===== src/rtl/di_term_router_if.sv =====
// ============================================================================
// Module      : di_term_router_if
// Description : Host-side bus of the terminal router: address, transfer
//               qualifiers, strobes, read data and ready.
// Revision    : 1.0 - initial release
// ============================================================================
`default_nettype none

interface di_term_router_if;
  logic [15:0] di_term_addr;
  logic        di_read_mode;
  logic        di_write_mode;
  logic        di_read_req;
  logic        di_read;
  logic        di_write;
  logic [15:0] di_reg_datao;
  logic        di_read_rdy;
  logic        di_write_rdy;

  // Host side: issues addresses and strobes, receives data and ready.
  modport master (
    output di_term_addr, di_read_mode, di_write_mode,
           di_read_req, di_read, di_write,
    input  di_reg_datao, di_read_rdy, di_write_rdy
  );

  // Router side: the mirror image of the host.
  modport slave (
    input  di_term_addr, di_read_mode, di_write_mode,
           di_read_req, di_read, di_write,
    output di_reg_datao, di_read_rdy, di_write_rdy
  );
endinterface

`default_nettype wire


===== src/rtl/di_term_router.sv =====
// ============================================================================
// Module      : di_term_router
// Description : Routes host-interface transfers to one of NTERM terminals by
//               address. A terminal that holds ready low for too long is cut
//               off: the host sees ready with fill data until it drops its
//               transfer mode.
// Revision    : 1.0 - initial release
// ============================================================================
`default_nettype none

module di_term_router #(
  parameter int                    NTERM     = 4,
  parameter logic [16*NTERM-1:0]   TERM_ADDR = {16'h0003, 16'h0002, 16'h0001, 16'h0000},
  parameter int                    TIMEOUT   = 1024,
  parameter logic [15:0]           FILL_DATA = 16'hDEAD,
  parameter logic [15:0]           DEF_DATA  = 16'hAAAA
) (
  input  wire logic                 ifclk,
  input  wire logic                 reset,
  di_term_router_if.slave           host,
  input  wire logic [16*NTERM-1:0]  t_datao,
  input  wire logic [NTERM-1:0]     t_read_rdy,
  input  wire logic [NTERM-1:0]     t_write_rdy,
  output logic      [NTERM-1:0]     t_sel,
  output logic      [NTERM-1:0]     t_read_req,
  output logic      [NTERM-1:0]     t_read,
  output logic      [NTERM-1:0]     t_write,
  output logic                      timeout,
  output logic      [7:0]           timeout_count
);

  // Wait counter is wide enough to hold TIMEOUT-1 with headroom.
  localparam int               c_CW   = $clog2(TIMEOUT) + 1;
  localparam logic [c_CW-1:0]  c_LAST = c_CW'(TIMEOUT - 1);
  localparam logic [c_CW-1:0]  c_ONE  = c_CW'(1);

  typedef enum logic [1:0] {
    S_IDLE     = 2'd0,
    S_ACTIVE   = 2'd1,
    S_TIMEDOUT = 2'd2
  } state_t;

  state_t            state_q, state_d;
  logic [c_CW-1:0]   cnt_q, cnt_d;
  logic [15:0]       data_q, data_d;
  logic [15:0]       addr_q;
  logic              timeout_q, timeout_d;
  logic [7:0]        count_q, count_d;

  logic [NTERM-1:0]  w_sel;
  logic [15:0]       w_sel_data;
  logic              w_sel_rrdy;
  logic              w_sel_wrdy;
  logic              w_to;
  logic              w_modes;
  logic              w_stall;
  logic              w_addr_chg;
  logic [c_CW-1:0]   w_cnt_inc;

  // Address decode; scanning downward lets the lowest matching slot win.
  // Unmapped addresses leave the defaults: no select, ready high, DEF_DATA.
  always_comb begin
    w_sel      = '0;
    w_sel_data = DEF_DATA;
    w_sel_rrdy = 1'b1;
    w_sel_wrdy = 1'b1;
    for (int i = NTERM - 1; i >= 0; i--) begin
      if (host.di_term_addr == TERM_ADDR[16*i +: 16]) begin
        w_sel      = '0;
        w_sel[i]   = 1'b1;
        w_sel_data = t_datao[16*i +: 16];
        w_sel_rrdy = t_read_rdy[i];
        w_sel_wrdy = t_write_rdy[i];
      end
    end
  end

  assign w_to    = (state_q == S_TIMEDOUT);
  assign w_modes = host.di_read_mode | host.di_write_mode;

  assign t_sel             = w_sel;
  assign host.di_read_rdy  = w_to | w_sel_rrdy;
  assign host.di_write_rdy = w_to | w_sel_wrdy;
  assign t_read_req        = w_to ? '0 : ({NTERM{host.di_read_req}} & w_sel);
  assign t_read            = w_to ? '0 : ({NTERM{host.di_read}}     & w_sel);
  assign t_write           = w_to ? '0 : ({NTERM{host.di_write}}    & w_sel);

  assign w_stall    = (host.di_read_mode  & ~host.di_read_rdy) |
                      (host.di_write_mode & ~host.di_write_rdy);
  assign w_addr_chg = (host.di_term_addr != addr_q);
  assign w_cnt_inc  = cnt_q + c_ONE;

  // Next state, wait counter and timeout pulse; a mode drop beats expiry.
  always_comb begin
    state_d   = state_q;
    cnt_d     = '0;
    timeout_d = 1'b0;
    case (state_q)
      S_IDLE: begin
        if (w_modes) state_d = S_ACTIVE;
      end
      S_ACTIVE: begin
        if (!w_modes) begin
          state_d = S_IDLE;
        end else if (w_stall && !w_addr_chg) begin
          if (w_cnt_inc == c_LAST) begin
            state_d   = S_TIMEDOUT;
            timeout_d = 1'b1;
          end else begin
            cnt_d = w_cnt_inc;
          end
        end
      end
      S_TIMEDOUT: begin
        if (!w_modes) state_d = S_IDLE;
      end
      default: state_d = S_IDLE;
    endcase
  end

  // Read data is captured every cycle; TIMEDOUT overrides with fill data.
  always_comb begin
    data_d  = w_to ? FILL_DATA : w_sel_data;
    count_d = (timeout_q && (count_q != 8'hFF)) ? count_q + 8'd1 : count_q;
  end

  // State and datapath registers.
  always_ff @(posedge ifclk or posedge reset) begin
    if (reset) begin
      state_q   <= S_IDLE;
      cnt_q     <= '0;
      data_q    <= 16'h0000;
      addr_q    <= 16'h0000;
      timeout_q <= 1'b0;
      count_q   <= 8'h00;
    end else begin
      state_q   <= state_d;
      cnt_q     <= cnt_d;
      data_q    <= data_d;
      addr_q    <= host.di_term_addr;
      timeout_q <= timeout_d;
      count_q   <= count_d;
    end
  end

  assign host.di_reg_datao = data_q;
  assign timeout           = timeout_q;
  assign timeout_count     = count_q;

endmodule

`default_nettype wire


===== src/flat_wrapper.sv =====
// flat-port wrapper written by rule: the top's interface ports become plain ports
module di_term_router_flat 
#(
  parameter int                    NTERM     = 4,
  parameter logic [16*NTERM-1:0]   TERM_ADDR = {16'h0003, 16'h0002, 16'h0001, 16'h0000},
  parameter int                    TIMEOUT   = 1024,
  parameter logic [15:0]           FILL_DATA = 16'hDEAD,
  parameter logic [15:0]           DEF_DATA  = 16'hAAAA
)
  (ifclk, reset, t_datao, t_read_rdy, t_write_rdy, t_sel, t_read_req, t_read, t_write, timeout, timeout_count, host_di_term_addr, host_di_read_mode, host_di_write_mode, host_di_read_req, host_di_read, host_di_write, host_di_reg_datao, host_di_read_rdy, host_di_write_rdy);
  di_term_router_if host_i ();
  input  wire logic ifclk;
  input  wire logic reset;
  input  wire logic [16*NTERM-1:0] t_datao;
  input  wire logic [NTERM-1:0] t_read_rdy;
  input  wire logic [NTERM-1:0] t_write_rdy;
  output logic      [NTERM-1:0] t_sel;
  output logic      [NTERM-1:0] t_read_req;
  output logic      [NTERM-1:0] t_read;
  output logic      [NTERM-1:0] t_write;
  output logic timeout;
  output logic      [7:0] timeout_count;
  input wire logic [$bits(host_i.di_term_addr)-1:0] host_di_term_addr;
  input wire logic [$bits(host_i.di_read_mode)-1:0] host_di_read_mode;
  input wire logic [$bits(host_i.di_write_mode)-1:0] host_di_write_mode;
  input wire logic [$bits(host_i.di_read_req)-1:0] host_di_read_req;
  input wire logic [$bits(host_i.di_read)-1:0] host_di_read;
  input wire logic [$bits(host_i.di_write)-1:0] host_di_write;
  output wire logic [$bits(host_i.di_reg_datao)-1:0] host_di_reg_datao;
  output wire logic [$bits(host_i.di_read_rdy)-1:0] host_di_read_rdy;
  output wire logic [$bits(host_i.di_write_rdy)-1:0] host_di_write_rdy;
  assign host_i.di_term_addr = host_di_term_addr;
  assign host_i.di_read_mode = host_di_read_mode;
  assign host_i.di_write_mode = host_di_write_mode;
  assign host_i.di_read_req = host_di_read_req;
  assign host_i.di_read = host_di_read;
  assign host_i.di_write = host_di_write;
  assign host_di_reg_datao = host_i.di_reg_datao;
  assign host_di_read_rdy = host_i.di_read_rdy;
  assign host_di_write_rdy = host_i.di_write_rdy;
  di_term_router #(.NTERM(NTERM), .TERM_ADDR(TERM_ADDR), .TIMEOUT(TIMEOUT), .FILL_DATA(FILL_DATA), .DEF_DATA(DEF_DATA)) u_core (.ifclk(ifclk), .reset(reset), .host(host_i), .t_datao(t_datao), .t_read_rdy(t_read_rdy), .t_write_rdy(t_write_rdy), .t_sel(t_sel), .t_read_req(t_read_req), .t_read(t_read), .t_write(t_write), .timeout(timeout), .timeout_count(timeout_count));
endmodule

===== config.mk =====
export PLATFORM = sky130hd
export DESIGN_NAME = di_term_router_flat
export DESIGN_NICKNAME = d
export VERILOG_FILES = /design/src/rtl/di_term_router_if.sv /design/src/rtl/di_term_router.sv /design/src/flat_wrapper.sv
export SDC_FILE = /design/constraint.sdc
export NUM_CORES = 1
export LEC_CHECK = 0
export ABC_AREA = 1
export CORE_ASPECT_RATIO = 2
export CORE_MARGIN = 4
export CORE_UTILIZATION = 25
export DETAILED_ROUTE_END_ITERATION = 8
export PLACE_DENSITY = 0.51
export SLEW_MARGIN = 15
export SYNTH_ARGS = -nofsm -noshare
export SYNTH_HDL_FRONTEND = slang
export SYNTH_SLANG_ARGS = --single-unit
export TNS_END_PERCENT = 10

===== constraint.sdc =====
create_clock -name ifclk -period 1.5 [get_ports ifclk]
set_input_delay 0.225 -clock ifclk [delete_from_list [all_inputs] [get_ports ifclk]]
set_output_delay 0.225 -clock ifclk [all_outputs]
set_load 0.1 [all_outputs]

==> flow_summary.ini <==
[place]
placed_cells = 668
gp_congestion = 0.869
io_buffers = 137
dpl.hpwl_um = 8480

[sta]
worst_pin_slew_ns = 0.502
drv_slew = 0
min_period_ns = 1.76
rsz0062_at_grt = yes
hold_viol_final = 0
setup_ws_ns = -0.263
skew_ns = 0.00725
holdWs_ns = 0.0586
finalCritPeriodShare = 1.18
finalSetupViolations = 32
slew_headroom = 0.664
fmax_mhz = 567

[logic_synthesis]
yosysMostFrequentCell = nand2_1
synth_area_leaders = dfrtp_1, nand2_1, nor2_1
netlist_instances = 348
synth_top_area_cell = dfrtp_1
syn_nets = 446
ys_ff_latch = 54
synthFlopType = dfrtp_1
synth_area_per_cell_sq_um = 8.36
async_reset_ff_frac = 1.00
ys_warn_count = 0
seq_area_frac_synth = 0.464
synth_commonest_cells = nand2_1, nor2_1, dfrtp_1
synth_edf_count = 0
netlist_area_sq_um = 2910
yosysTopAreaCellShare = 0.464
yosysUniqueCellTypes = 34

[power]
p_leak_nw = 2.54
cellPowerDensity_nw_per_um2 = 524
switching_share = 0.234
power_frac_seq = 0.470
ir_drop_v = 0.000500
power_mw = 3.17
p_comb_frac = 0.141
switchingPower_uw = 740
p_clk_frac = 0.390
p_int_mw = 2.43

[setup_path]
critPathSlowestCell = dfrtp_1
startpoint_type = register
worstPathMaxFanout = 5
path_cells = ha_4, nand2_2, inv_2, nor2_4, nand3_2, nor2_2, nand2_2, nor2_4, nand4_4, nand4_4, nor2_1
max_stage_delay_ns = 0.42
worstPathArrival_ns = 1.94
worst-setup-path-type = reg2reg
crit_required_ns = 1.67
end_kind = register

[clocking]
root_buffer = clkbuf_16
cts_tree = yes
htreeDepth = 2
cts.path.max_buffers = 2
numCtsBuffers = 5
cts_sinks = 54
path_clk_slew_ns = 0.07
clk_latency_ns = 0.30

[drt]
vias_per_cell = 4.54
drcViolationCount = 0
drt-initial-drc-count = 59
routed_wl_um = 10600
first_pass_iters = 4
num_vias = 3131
wl_per_cell_um = 15.4
antenna_left = 0

[status]
failed_checks = negative setup slack
outcome = finished with violations

[finish]
diodes = 0
layout.cells.non_filler = 689
nets = 644
syn2layout_area_growth_pct = 108
drive_gt1_frac = 0.428

[min_path]
hp-class = in2reg

[die]
coreArea_sq_um = 11400
row_count = 55
io_pins = 138
initial_core_util = 0.256
die_h_um = 161
dieArea_sq_um = 13500
die_x_um = 84.3

[global_routing]
grt_pass1_wl_um = 17000
antenna_found_initial = 0
grt_max_degree = 55
track_usage = 0.161
grt_pass1_vias = 3423
grt_overflow = 0

[flow_run]
maxCapViolations = 0
-- metal layers --
layer	vias to the layer above	track usage	share of wire
li1	1537	-	-
met1	1481	0.148	0.32
met2	100	0.323	0.60
met3	13	0.0457	0.065
met4	0	0.0549	0.022
met5	-	0	0
-- flip-flops by register name (all words and copies together) (netlist names) --
name,count
u_core.timeout_count,8
u_core.host.di_reg_datao,16
u_core.addr_q,16
u_core.state_q,2
u_core.cnt_q,11
u_core.timeout,1
-- critical path, delay by kind of cell (launching register included) --
family,cells,cell delay (ns)
DFF,1,0.42
adders and majority gates,1,0.20
and+or+nand+nor,9,0.98
buffers and inverters,1,0.04
-- stage by stage --
step	TNS, ns	worst slack [ns]	instance area, sq um	util
detailed placement	-30.07	-0.721	5490	0.483
floorplan	-8.45	-0.297	3190	-
global placement	-28.83	-0.661	5490	0.483
CTS	-4.86	-0.223	5910	0.520
finish	-4.68	-0.263	6040	0.532
global route	-8.09	-0.405	6040	0.532
-- placed cells by master (no fill, tap or decap), drive strengths merged, types with 5 or more instances in the layout --
cell,instances
a22o,5
clkdlybuf4s50,78
clkbuf,6
buf,121
inv,30
nor2,64
nand4,16
nor3,6
nand3,29
xnor2,13
dfrtp,54
xor2,10
a21oi,6
nand2,76
o221ai,6
-- worst paths after layout --
kind,start,endpoint,slack (ns),cells after the start
max,u_core.cnt_q[0],u_core.cnt_q[5],-0.26,11
min,host_di_term_addr[13],u_core.addr_q[13],0.06,1
max reg2reg,u_core.cnt_q[0],u_core.cnt_q[5],-0.26,11
min reg2reg,u_core.timeout_count[7],u_core.timeout_count[7],0.53,1
max in group asynchronous,reset,u_core.cnt_q[3],0.93,3
min in group asynchronous,reset,u_core.host.di_reg_datao[11],0.28,3
-- power by group through the flow --
stage                     Clock, mW  Sequential (mW)  Combinational, mW
after CTS                      1.27             1.49              0.443
final                          1.23             1.49              0.445
after detailed placement          0             1.52              0.436
after floorplan                   0             1.52              0.106
after global routing           1.33             1.49              0.481
after global placement            0             1.52              0.432
-- kinds of logic (layout without fill, tap and decap cells) --
logic type / count (synthesis) / after routing / synth area share
compound gates: 28 / 28 / 0.0705
xor+xnor: 23 / 23 / 0.0718
fa+ha+maj: 3 / 3 / 0.0129
buf+inv: 41 / 239 / 0.0606
flops: 54 / 54 / 0.464
mux: 1 / 1 / 0.00387
simple gates: 198 / 199 / 0.316
-- final cells by class --
cell class              instances  area [sq um]
clock buffers                   6           139
clock inverters                 2          16.3
fillers                      1062          5310
inverters                      31           146
multi-input cells             254          1870
flip-flops and latches         54          1370
well taps                     142           178
repair buffers                200          2330
-- timing repair --
item,CTS,global route
resized for setup,108,31
setup buffers,8,3
hold buffers,0,0
setup endpoints to repair,49,41
cloned,2,0
endpoints found under the hold margin,0,0
pin swaps,20,17
Power figures use the tool's default switching activity.
